[config.mk]
export PLATFORM = sky130hd
export DESIGN_NAME = osc_freq_cal
export DESIGN_NICKNAME = d
export VERILOG_FILES = /design/src/rtl/osc_freq_cal.sv
export SDC_FILE = /design/constraint.sdc
export NUM_CORES = 1
export LEC_CHECK = 0
export BUFFER_PORTS_ARGS = -buffer_cell sky130_fd_sc_hd__buf_2
export CAP_MARGIN = 20
export CORE_ASPECT_RATIO = 1.4
export CORE_MARGIN = 8
export CORE_UTILIZATION = 57
export CTS_CLUSTER_DIAMETER = 50
export DETAILED_ROUTE_END_ITERATION = 7
export HOLD_SLACK_MARGIN = 0.02
export PLACE_DENSITY = 0.8
export SYNTH_ARGS = -nofsm -noshare
export SYNTH_HDL_FRONTEND = slang
export SYNTH_SLANG_ARGS = --single-unit
export TNS_END_PERCENT = 10
[constraint.sdc]
create_clock -name ref_clk -period 2.84 [get_ports ref_clk]
set_input_delay 0.142 -clock ref_clk [delete_from_list [all_inputs] [get_ports ref_clk]]
set_output_delay 0.142 -clock ref_clk [all_outputs]
set_load 0.01 [all_outputs]
[src/rtl/osc_freq_cal.sv]
// Frequency-calibration controller for osc_core: binary-searches the linear varactor
// code against a target edge count per reference window, then gates edge injection.
module osc_freq_cal #(
    parameter int CNT_W      = 12,
    parameter int WIN_LOG2   = 4,
    parameter int SETTLE_CYC = 8
) (
    input  logic             ref_clk,
    input  logic             rst,
    input  logic             cal_start,
    input  logic [CNT_W-1:0] target_count,
    input  logic [CNT_W-1:0] osc_cnt,
    input  logic             inj_req,
    output logic [4:0]       delay_con_lsb,
    output logic [7:0]       delay_con_msb,
    output logic             inj_en,
    output logic             cal_busy,
    output logic             cal_done,
    output logic [CNT_W-1:0] meas_count,
    output logic [8:0]       code_out
);

    localparam int SET_W = (SETTLE_CYC > 1) ? $clog2(SETTLE_CYC) : 1;
    localparam int TW    = ((SET_W > WIN_LOG2) ? SET_W : WIN_LOG2) + 1;
    localparam logic [TW-1:0] SETTLE_LOAD = TW'(SETTLE_CYC - 1);
    localparam logic [TW-1:0] WIN_LOAD    = TW'((1 << WIN_LOG2) - 1);
    localparam logic [8:0]    CODE_MAX    = 9'd287;

    typedef enum logic [2:0] {
        IDLE,
        APPLY,
        SETTLE,
        MEAS,
        EVAL,
        DONE
    } state_t;

    state_t           state;
    logic [8:0]       code_r;
    logic [3:0]       bit_idx;
    logic [CNT_W-1:0] target_r;
    logic [CNT_W-1:0] start_cnt;
    logic [TW-1:0]    timer;

    logic [8:0] trial;
    logic [8:0] eval_code;

    // Coarse units become a thermometer: u units -> lowest u bits set.
    function automatic logic [7:0] therm(input logic [3:0] units);
        logic [7:0] t;
        t = '0;
        for (int unsigned i = 0; i < 8; i++) begin
            t[i] = (i < 32'(units));
        end
        return t;
    endfunction

    always_comb begin
        trial     = code_r | (9'd1 << bit_idx);
        eval_code = (meas_count > target_r) ? trial : code_r;
    end

    always_ff @(posedge ref_clk) begin
        if (rst) begin
            state         <= IDLE;
            code_r        <= '0;
            bit_idx       <= '0;
            target_r      <= '0;
            start_cnt     <= '0;
            timer         <= '0;
            delay_con_lsb <= '0;
            delay_con_msb <= '0;
            code_out      <= '0;
            inj_en        <= 1'b0;
            cal_busy      <= 1'b0;
            cal_done      <= 1'b0;
            meas_count    <= '0;
        end else begin
            case (state)
                IDLE, DONE: begin
                    inj_en <= (state == DONE) ? inj_req : 1'b0;
                    if (cal_start) begin
                        code_r   <= '0;
                        bit_idx  <= 4'd8;
                        target_r <= target_count;
                        cal_busy <= 1'b1;
                        cal_done <= 1'b0;
                        inj_en   <= 1'b0;
                        state    <= APPLY;
                    end
                end

                APPLY: begin
                    if (trial > CODE_MAX) begin
                        // Out-of-range trial: reject the bit without spending a window.
                        if (bit_idx == 4'd0) begin
                            code_out      <= code_r;
                            delay_con_lsb <= code_r[4:0];
                            delay_con_msb <= therm(code_r[8:5]);
                            cal_busy      <= 1'b0;
                            cal_done      <= 1'b1;
                            state         <= DONE;
                        end else begin
                            bit_idx <= bit_idx - 4'd1;
                        end
                    end else begin
                        code_out      <= trial;
                        delay_con_lsb <= trial[4:0];
                        delay_con_msb <= therm(trial[8:5]);
                        timer         <= SETTLE_LOAD;
                        state         <= SETTLE;
                    end
                end

                SETTLE: begin
                    if (timer == '0) begin
                        start_cnt <= osc_cnt;
                        timer     <= WIN_LOAD;
                        state     <= MEAS;
                    end else begin
                        timer <= timer - TW'(1);
                    end
                end

                MEAS: begin
                    if (timer == '0) begin
                        // Modular difference absorbs a single wrap of the free-running count.
                        meas_count <= osc_cnt - start_cnt;
                        state      <= EVAL;
                    end else begin
                        timer <= timer - TW'(1);
                    end
                end

                EVAL: begin
                    code_r <= eval_code;
                    if (bit_idx == 4'd0) begin
                        code_out      <= eval_code;
                        delay_con_lsb <= eval_code[4:0];
                        delay_con_msb <= therm(eval_code[8:5]);
                        cal_busy      <= 1'b0;
                        cal_done      <= 1'b1;
                        state         <= DONE;
                    end else begin
                        bit_idx <= bit_idx - 4'd1;
                        state   <= APPLY;
                    end
                end

                default: state <= IDLE;
            endcase
        end
    end

endmodule

== Word-level counts from Yosys, hierarchy flattened ==
Cells that the tools add are included.
Word-level totals
  bits in registers: 82
  input port bits: 28
  output and inout port bits: 37
Cells by class
  add/subtract/negate cells: 3
  $lt $le $gt $ge: 26
  eq/ne operators: 13
  shift operators: 1
  multiplexer cells: 40
  bitwise operators: 1
  reductions and logical operators: 16
Operators with widths (count)
  3-bit by 4-bit less-than comparator with 1-bit output (first input constant): 12
  9-bit 2-to-1 mux: 5
  9-bit one-hot mux with 2 select lines: 2
  5-bit 2-to-1 mux: 6
  1-bit by 4-bit less-than comparator with 1-bit output (first input constant): 6
  2-bit by 4-bit less-than comparator with 1-bit output (first input constant): 6
  8-bit 2-to-1 mux: 3
  3-bit 2-to-1 mux: 6
  8-bit one-hot mux with 2 select lines: 1
  3-bit one-hot mux with 5 select lines: 1
  5-bit one-hot mux with 3 select lines: 1
  2-bit != test (second input constant): 7
  12-bit greater-than comparator: 1
  4-bit 2-to-1 mux: 3
  4-bit one-hot mux with 3 select lines: 1
  12-bit subtractor: 1
  5-bit one-hot mux with 2 select lines: 1
  9-bit greater-than comparator (second input constant): 1
  9-bit OR: 1
  3-bit AND reduction: 3
  1-bit by 4-bit left shift with 9-bit output (first input constant): 1
  1-bit 2-to-1 mux: 8
  2-bit AND reduction: 4
  3-bit by 2-bit == test with 1-bit output (second input constant): 2
  13 further kinds: 17

== Longest topological paths before layout ==
Gate-level depths: netlist of the first run.
  depth in word-level cells: 6
  depth in mapped cells: 9
  depth with buffers taken out: 9

== Least setup slack after synthesis of the first run ==
No wires, ideal clock.
  kind: reg2reg
  start: register bit_idx[1]
  end: register delay_con_msb[1]
  setup time: 0.134 ns
  arrival time: 2.351 ns
  path slack: 0.355 ns
  cell stages (with the launch flop): 9
  path buffers: 0
  cells stage by stage: dfxtp_1 -> inv_1 -> ha_1 -> or2_2 -> a2111o_1 -> a311oi_4 -> nand2_1 -> a211oi_2 -> a211oi_1
Between the ends
  cells in the longest elaborated chain, start to end: 6
Ends and longest elaborated chain
  start, declared: RTL line 40  | logic [3:0] bit_idx;
  start signal, assigned: RTL line 104  | bit_idx <= bit_idx - 4'd1;
  start signal, assigned: RTL line 145  | bit_idx <= bit_idx - 4'd1;
  parallel branches: the longest is 6 deep, another holds 9-bit greater-than comparator
  end signal, assigned: RTL line 99  | delay_con_msb <= therm(code_r[8:5]);
  end signal, assigned: RTL line 109  | delay_con_msb <= therm(trial[8:5]);
  end signal, assigned: RTL line 140  | delay_con_msb <= therm(eval_code[8:5]);
  end, declared: RTL line 15  | output logic [7:0] delay_con_msb,
Parallel ways; which one is timed is not known. The select of a mux whose other input is x is not followed.
A chain may end at the register's enable or synchronous reset.

== Worst setup path after layout of the first run ==
  start: register bit_idx[0]
  end: register delay_con_msb[1]
The elaborated chain is that of the path after synthesis.

==> flow_summary.json, run 1 <==
{
  "ant_nets": 0,
  "gr-total-overflow": 0,
  "status": "finished clean",
  "yosys-top-cells-area": "dfxtp_1, ha_1, nand2_1, a21oi_1, nor2_1",
  "layout_commonest_cell": "dfxtp_1",
  "ff2ff_path_depth": 9,
  "antenna_found_initial": 0,
  "yosys.area.top_type_share": 0.350,
  "cts_tree": "yes",
  "die_w_um": 89.8,
  "place_congestion": 0.946,
  "cp_cell_sequence": "inv_1 > ha_1 > or2_2 > a2111o_1 > a311oi_4 > buf_4 > nand2_1 > a211oi_2 > a211oi_1",
  "worst_ep_required_time_ns": 3.07,
  "slowest_delay_ns": 0.47,
  "worst-endpoint-arrival_ns": 2.94,
  "initial_utilization": 0.591,
  "nets": 667,
  "grt_max_degree": 51,
  "leakage_nw": 2.02,
  "finalNonFillerCells": 710,
  "grt_usage": 0.202,
  "finalSetupTns_ns": 0,
  "dieArea_um2": 10700,
  "drtIter0Drc": 286,
  "dp_cells": 678,
  "synth-edff-count": 0,
  "synth_cell_types": 54,
  "ys_seq_area_frac": 0.350,
  "startpoint_type": "register",
  "seq_area_um2": 1520,
  "synth_top_cell_by_area": "dfxtp_1",
  "regToRegSetupSlack_ns": 0.12,
  "synth_nets": 600,
  "grt_pass1_wl_um": 18300,
  "min_to": "start_cnt[3]$_SDFFE_PP0P_",
  "fin_util": 0.687,
  "r2r_start": "bit_idx[0]$_SDFFE_PP0P_",
  "cp-end-kind": "register",
  "port_buffers": 64,
  "syn_avg_cell_area_um2": 8.04,
  "cp-startpoint": "bit_idx[0]$_SDFFE_PP0P_",
  "routed_wl_um": 11100,
  "timing.rr.end": "delay_con_msb[1]$_SDFFE_PP0P_",
  "clk_pin_slew_ns": 0.08,
  "fin_crit_sh": 0.956,
  "skew_ns": 0.00686,
  "rsz0062_at_grt": "no",
  "postLayoutCellArea_um2": 5060,
  "hold_class": "input port to register",
  "relSlewSlack": 0.425,
  "min_from": "osc_cnt[3]",
  "drc": 0,
  "synthCells": 541,
  "fmax_mhz": 368,
  "slowest_stage": "a2111o_1",
  "dpl.hpwl_um": 8160,
  "place_area_um2": 4680,
  "drv_cap": 0,
  "multiInputGateArea_um2": 2510,
  "die-height_um": 119,
  "root_buffer": "clkbuf_8",
  "p_per_area_nw_per_um2": 747,
  "ctsLongestPathBuffers": 2,
  "syn2layout_area_growth_pct": 16.3,
  "drv_slew": 0,
  "mostFrequentLayoutCells": "dfxtp_1, nand2_1, buf_2",
  "diodes": 0,
  "syn-cell-area_um2": 4350,
  "path_max_fanout": 5,
  "whs_path_depth": 3,
  "fin_crit_ns": 2.72,
  "hold_viol": 0,
  "synthFlopType": "dfxtp_1",
  "htreeDepth": 3,
  "first_pass_iters": 4,
  "finalSetupViolations": 0,
  "detailedPlace.worstSlack_ns": 0.0784,
  "p_total_mw": 3.78,
  "fin_ws_ns": 0.125,
  "cts_inserted_buffers": 9,
  "synthArstFlopShare": 0,
  "crit_type": "register to register",
  "coreArea_um2": 7360,
  "top_level_ports": 65,
  "grt_pass1_vias": 4186,
  "wire_per_inst_um": 15.7,
  "vias_per_cell": 5.87,
  "peakVddDrop_mv": 0.407,
  "cts_sinks": 76,
  "num_vias": 4168,
  "layout-drive-gt1-share": 0.170,
  "clk_latency_ns": 0.36,
  "rows": 37,
  "final.fill_count": 608,
  "worstMarginPinSlew_ns": 0.862,
  "yosys_warnings": 0,
  "synth_seq_cells": 76,
  "whs_ns": 0.0304
}
[power breakdown]
| group | internal, mW | switching (mW) |
|---|---|---|
| clock | 0.437 | 0.424 |
| combinational | 0.632 | 0.915 |
| sequential | 1.23 | 0.141 |
| total | 2.30 | 1.48 |
[worst max-delay path: cells and delay by family (launching register included)]
family          cells  cell delay [ns]
compound gates      4             1.22
simple gates        2             0.40
buf+inv             2             0.31
fa+ha+maj           1             0.27
flops               1             0.39
[synth_stat cells (2+ instances only)]
| cell type | count |
|---|---|
| a211oi_1 | 14 |
| a211oi_2 | 2 |
| a21boi_0 | 2 |
| a21o_1 | 6 |
| a21oi_1 | 52 |
| a221oi_1 | 2 |
| a22oi_1 | 3 |
| a311oi_1 | 5 |
| a31oi_1 | 5 |
| a32oi_1 | 6 |
| and2_1 | 4 |
| and3_1 | 2 |
| and4_1 | 3 |
| buf_2 | 3 |
| buf_4 | 6 |
| buf_6 | 4 |
| clkbuf_1 | 21 |
| dfxtp_1 | 76 |
| ha_1 | 30 |
| inv_1 | 36 |
| mux2i_1 | 5 |
| nand2_1 | 71 |
| nand2b_1 | 5 |
| nand3_1 | 5 |
| nand3b_1 | 7 |
| nor2_1 | 55 |
| nor2b_1 | 10 |
| nor3_1 | 13 |
| nor3b_1 | 4 |
| nor4_1 | 3 |
| o211ai_1 | 8 |
| o21a_1 | 9 |
| o21ai_0 | 18 |
| o21ai_1 | 3 |
| o22ai_1 | 6 |
| o311ai_0 | 5 |
| o31ai_1 | 6 |
| or2_2 | 3 |
| or3_1 | 3 |
| xnor2_1 | 3 |
| xor2_1 | 4 |
[worst max-delay path by stage]
stage	to	slack (ns)	depth (start not counted)
2_1_floorplan	delay_con_msb[1]$_SDFFE_PP0P_	0.35	8
3_5_place_dp	code_out[5]$_SDFFE_PP0P_	0.08	8
4_1_cts	delay_con_lsb[2]$_SDFFE_PP0P_	0.05	8
6_report	delay_con_msb[1]$_SDFFE_PP0P_	0.12	9
5_1_grt	delay_con_lsb[2]$_SDFFE_PP0P_	0.005	8
3_3_place_gp	code_out[5]$_SDFFE_PP0P_	0.18	8
[routing by layer]
metal  GRT usage  vias to the layer above  part of all wire
met5           0                        -                 0
met4       0.113                        0             0.026
met3      0.0610                       30             0.059
met2       0.366                      142              0.53
met1       0.202                     1962              0.39
li1            -                     2034                 -
[timing repair]
action                                 4_1_cts  5_1_grt
hold buffers                                11        2
endpoints found under the hold margin       11        2
resized for setup                            0        1
setup endpoints to repair                    0       17
setup buffers                                0        2
[area by class of cell]
class	count	share of cell area
multi-input cells	395	0.497
flip-flops and latches	76	0.301
repair buffers	90	0.110
clock buffers	10	0.0272
inverters	36	0.0267
well taps	97	0.0240
clock inverters	6	0.0143
[cell families after synthesis]
logic type | count (synthesis) | share of synthesized area
AND/OR/NAND/NOR | 192 | 0.205
AO/OA/AOI/OAI | 159 | 0.252
flip-flops | 76 | 0.350
buffers and inverters | 70 | 0.0734
adder cells (fa/ha/maj) | 31 | 0.0909
XOR/XNOR | 7 | 0.0141
multiplexers | 6 | 0.0141
[registers in the layout (all words and copies together), names as in the netlist]
signal,count
delay_con_lsb,4
cal_busy,1
inj_en,1
timer,5
target_r,12
bit_idx,4
meas_count,12
delay_con_msb,8
start_cnt,12
state,3
code_out,4
cal_done,1
code_r,9
Note: power is estimated with default switching activity, not from simulation.
==> run 2: changes to the inputs <==
Settings changed: CORE_UTILIZATION 57 to 59, CTS_BUF_LIST set to sky130_fd_sc_hd__clkbuf_8, PLACE_DENSITY 0.8 to 0.82.
==> flow_summary.json, run 2 (synthesized netlist as in run 1, its figures left out) <==
{
  "status": "finished clean",
  "r2r_start": "bit_idx[0]$_SDFFE_PP0P_",
  "clk_latency_ns": 0.36,
  "cp-end-kind": "register",
  "place_area_um2": 4700,
  "dp_cells": 681,
  "hold_viol": 0,
  "p_per_area_nw_per_um2": 744,
  "mostFrequentLayoutCells": "dfxtp_1, nand2_1, buf_2",
  "die_w_um": 88.6,
  "clk_pin_slew_ns": 0.08,
  "initial_utilization": 0.598,
  "drv_cap": 0,
  "grt_usage": 0.228,
  "finalSetupTns_ns": 0,
  "place_congestion": 0.951,
  "vias_per_cell": 5.80,
  "worst-endpoint-arrival_ns": 2.91,
  "whs_path_depth": 3,
  "p_clk_frac": 0.220,
  "grt_pass1_vias": 4108,
  "rows": 37,
  "combPwrFrac": 0.417,
  "nets": 667,
  "grt_max_degree": 39,
  "worstMarginPinSlew_ns": 1.02,
  "dieArea_um2": 10400,
  "seqPwrFrac": 0.364,
  "p_int_mw": 2.26,
  "first_pass_iters": 5,
  "fmax_mhz": 379,
  "largestRegisters": "meas_count (12), start_cnt (12), target_r (12)",
  "port_buffers": 64,
  "ant_nets": 0,
  "diodes": 0,
  "wire_per_inst_um": 16.3,
  "layout-drive-gt1-share": 0.168,
  "detailedPlace.worstSlack_ns": 0.133,
  "endpoint": "timer[2]$_SDFFE_PP0P_",
  "ff2ff_path_depth": 8,
  "antenna_found_initial": 0,
  "ctsLongestPathBuffers": 2,
  "top_level_ports": 65,
  "leakage_nw": 2.02,
  "worst_ep_required_time_ns": 3.11,
  "path_max_fanout": 7,
  "cts_tree": "yes",
  "die-height_um": 118,
  "drtIter0Drc": 372,
  "layout_commonest_cell": "dfxtp_1",
  "finalSetupViolations": 0,
  "grt_pass1_wl_um": 18800,
  "p_sw_frac": 0.397,
  "startpoint_type": "register",
  "finalNonFillerCells": 710,
  "gr-total-overflow": 0,
  "root_buffer": "clkbuf_8",
  "syn2layout_area_growth_pct": 15.7,
  "whs_ns": 0.0307,
  "dpl.hpwl_um": 8400,
  "fin_ws_ns": 0.200,
  "peakVddDrop_mv": 0.555,
  "rsz0062_at_grt": "no",
  "coreArea_um2": 7270,
  "crit_type": "register to register",
  "relSlewSlack": 0.319,
  "hold_class": "input port to register",
  "cts_sinks": 76,
  "postLayoutCellArea_um2": 5030,
  "routed_wl_um": 11500,
  "cts_inserted_buffers": 9,
  "htreeDepth": 3,
  "skew_ns": 0.00697,
  "drv_slew": 0,
  "multiInputGateArea_um2": 2510,
  "cp-startpoint": "bit_idx[0]$_SDFFE_PP0P_",
  "fin_util": 0.692,
  "fin_crit_ns": 2.64,
  "seq_area_um2": 1520,
  "fin_crit_sh": 0.930,
  "final.fill_count": 611,
  "timing.rr.end": "timer[2]$_SDFFE_PP0P_",
  "p_total_mw": 3.75,
  "regToRegSetupSlack_ns": 0.20,
  "drc": 0,
  "p_sw_mw": 1.49,
  "num_vias": 4119
}
-- run 2: changes by cell type in the layout (fill, tap and decap cells not counted) --
cell           before  now
inv_6               1    0
dlygate4sd3_1      13   12
buf_4              12   14
clkinvlp_4          1    2
inv_1              36   38
clkinv_4            3    2
clkbuf_8           11    9
-- run 2: worst max-delay path, stage by stage (launching register included) --
cell	delay, ns
dfxtp_1	0.39
inv_1	0.12
ha_1	0.27
or2_2	0.34
a2111oi_4	0.48
o21ai_1	0.17
a211oi_4	0.37
a21oi_1	0.14
a311oi_1	0.26
-- run 2: layout make-up --
type	instances	share of cell area
Tap cell	97	0.0241
Inverter	36	0.0269
Clock inverter	7	0.0139
Sequential cell	76	0.302
Timing Repair Buffer	90	0.108
Multi-Input combinational cell	395	0.500
Clock buffer	9	0.0246
-- run 2: power groups by stage --
| stage | logic, mW | clock network [mW] | registers [mW] |
|---|---|---|---|
| after floorplan | 1.09 | 0 | 1.38 |
| after detailed placement | 1.50 | 0 | 1.38 |
| after CTS | 1.53 | 0.834 | 1.36 |
| after global placement | 1.46 | 0 | 1.37 |
| after global routing | 1.71 | 0.877 | 1.39 |
| final | 1.56 | 0.822 | 1.36 |
-- run 2: metal layers --
layer  global-route usage  vias to the layer above  part of all wire
met5                    0                        -                 0
met4                0.145                        0             0.036
met3               0.0405                       33             0.048
met2                0.395                      115              0.52
met1                0.242                     1929              0.39
li1                     -                     2042                 -
-- run 2: repair_timing --
action / 4_1_cts / 5_1_grt
setup buffers: 0 / 1
hold buffers: 12 / 0
hold endpoints to repair: 12 / 0
gates resized for setup: 0 / 1
endpoints found under the setup margin: 0 / 6
-- run 2: worst min-delay path by stage --
stage,endpoint,startpoint
after global routing,start_cnt[8]$_SDFFE_PP0P_,osc_cnt[8]
after detailed placement,target_r[4]$_SDFFE_PP0P_,target_count[4]
after global placement,target_r[4]$_SDFFE_PP0P_,target_count[4]
after floorplan,start_cnt[10]$_SDFFE_PP0P_,osc_cnt[10]
final,start_cnt[5]$_SDFFE_PP0P_,osc_cnt[5]
after CTS,start_cnt[3]$_SDFFE_PP0P_,osc_cnt[3]
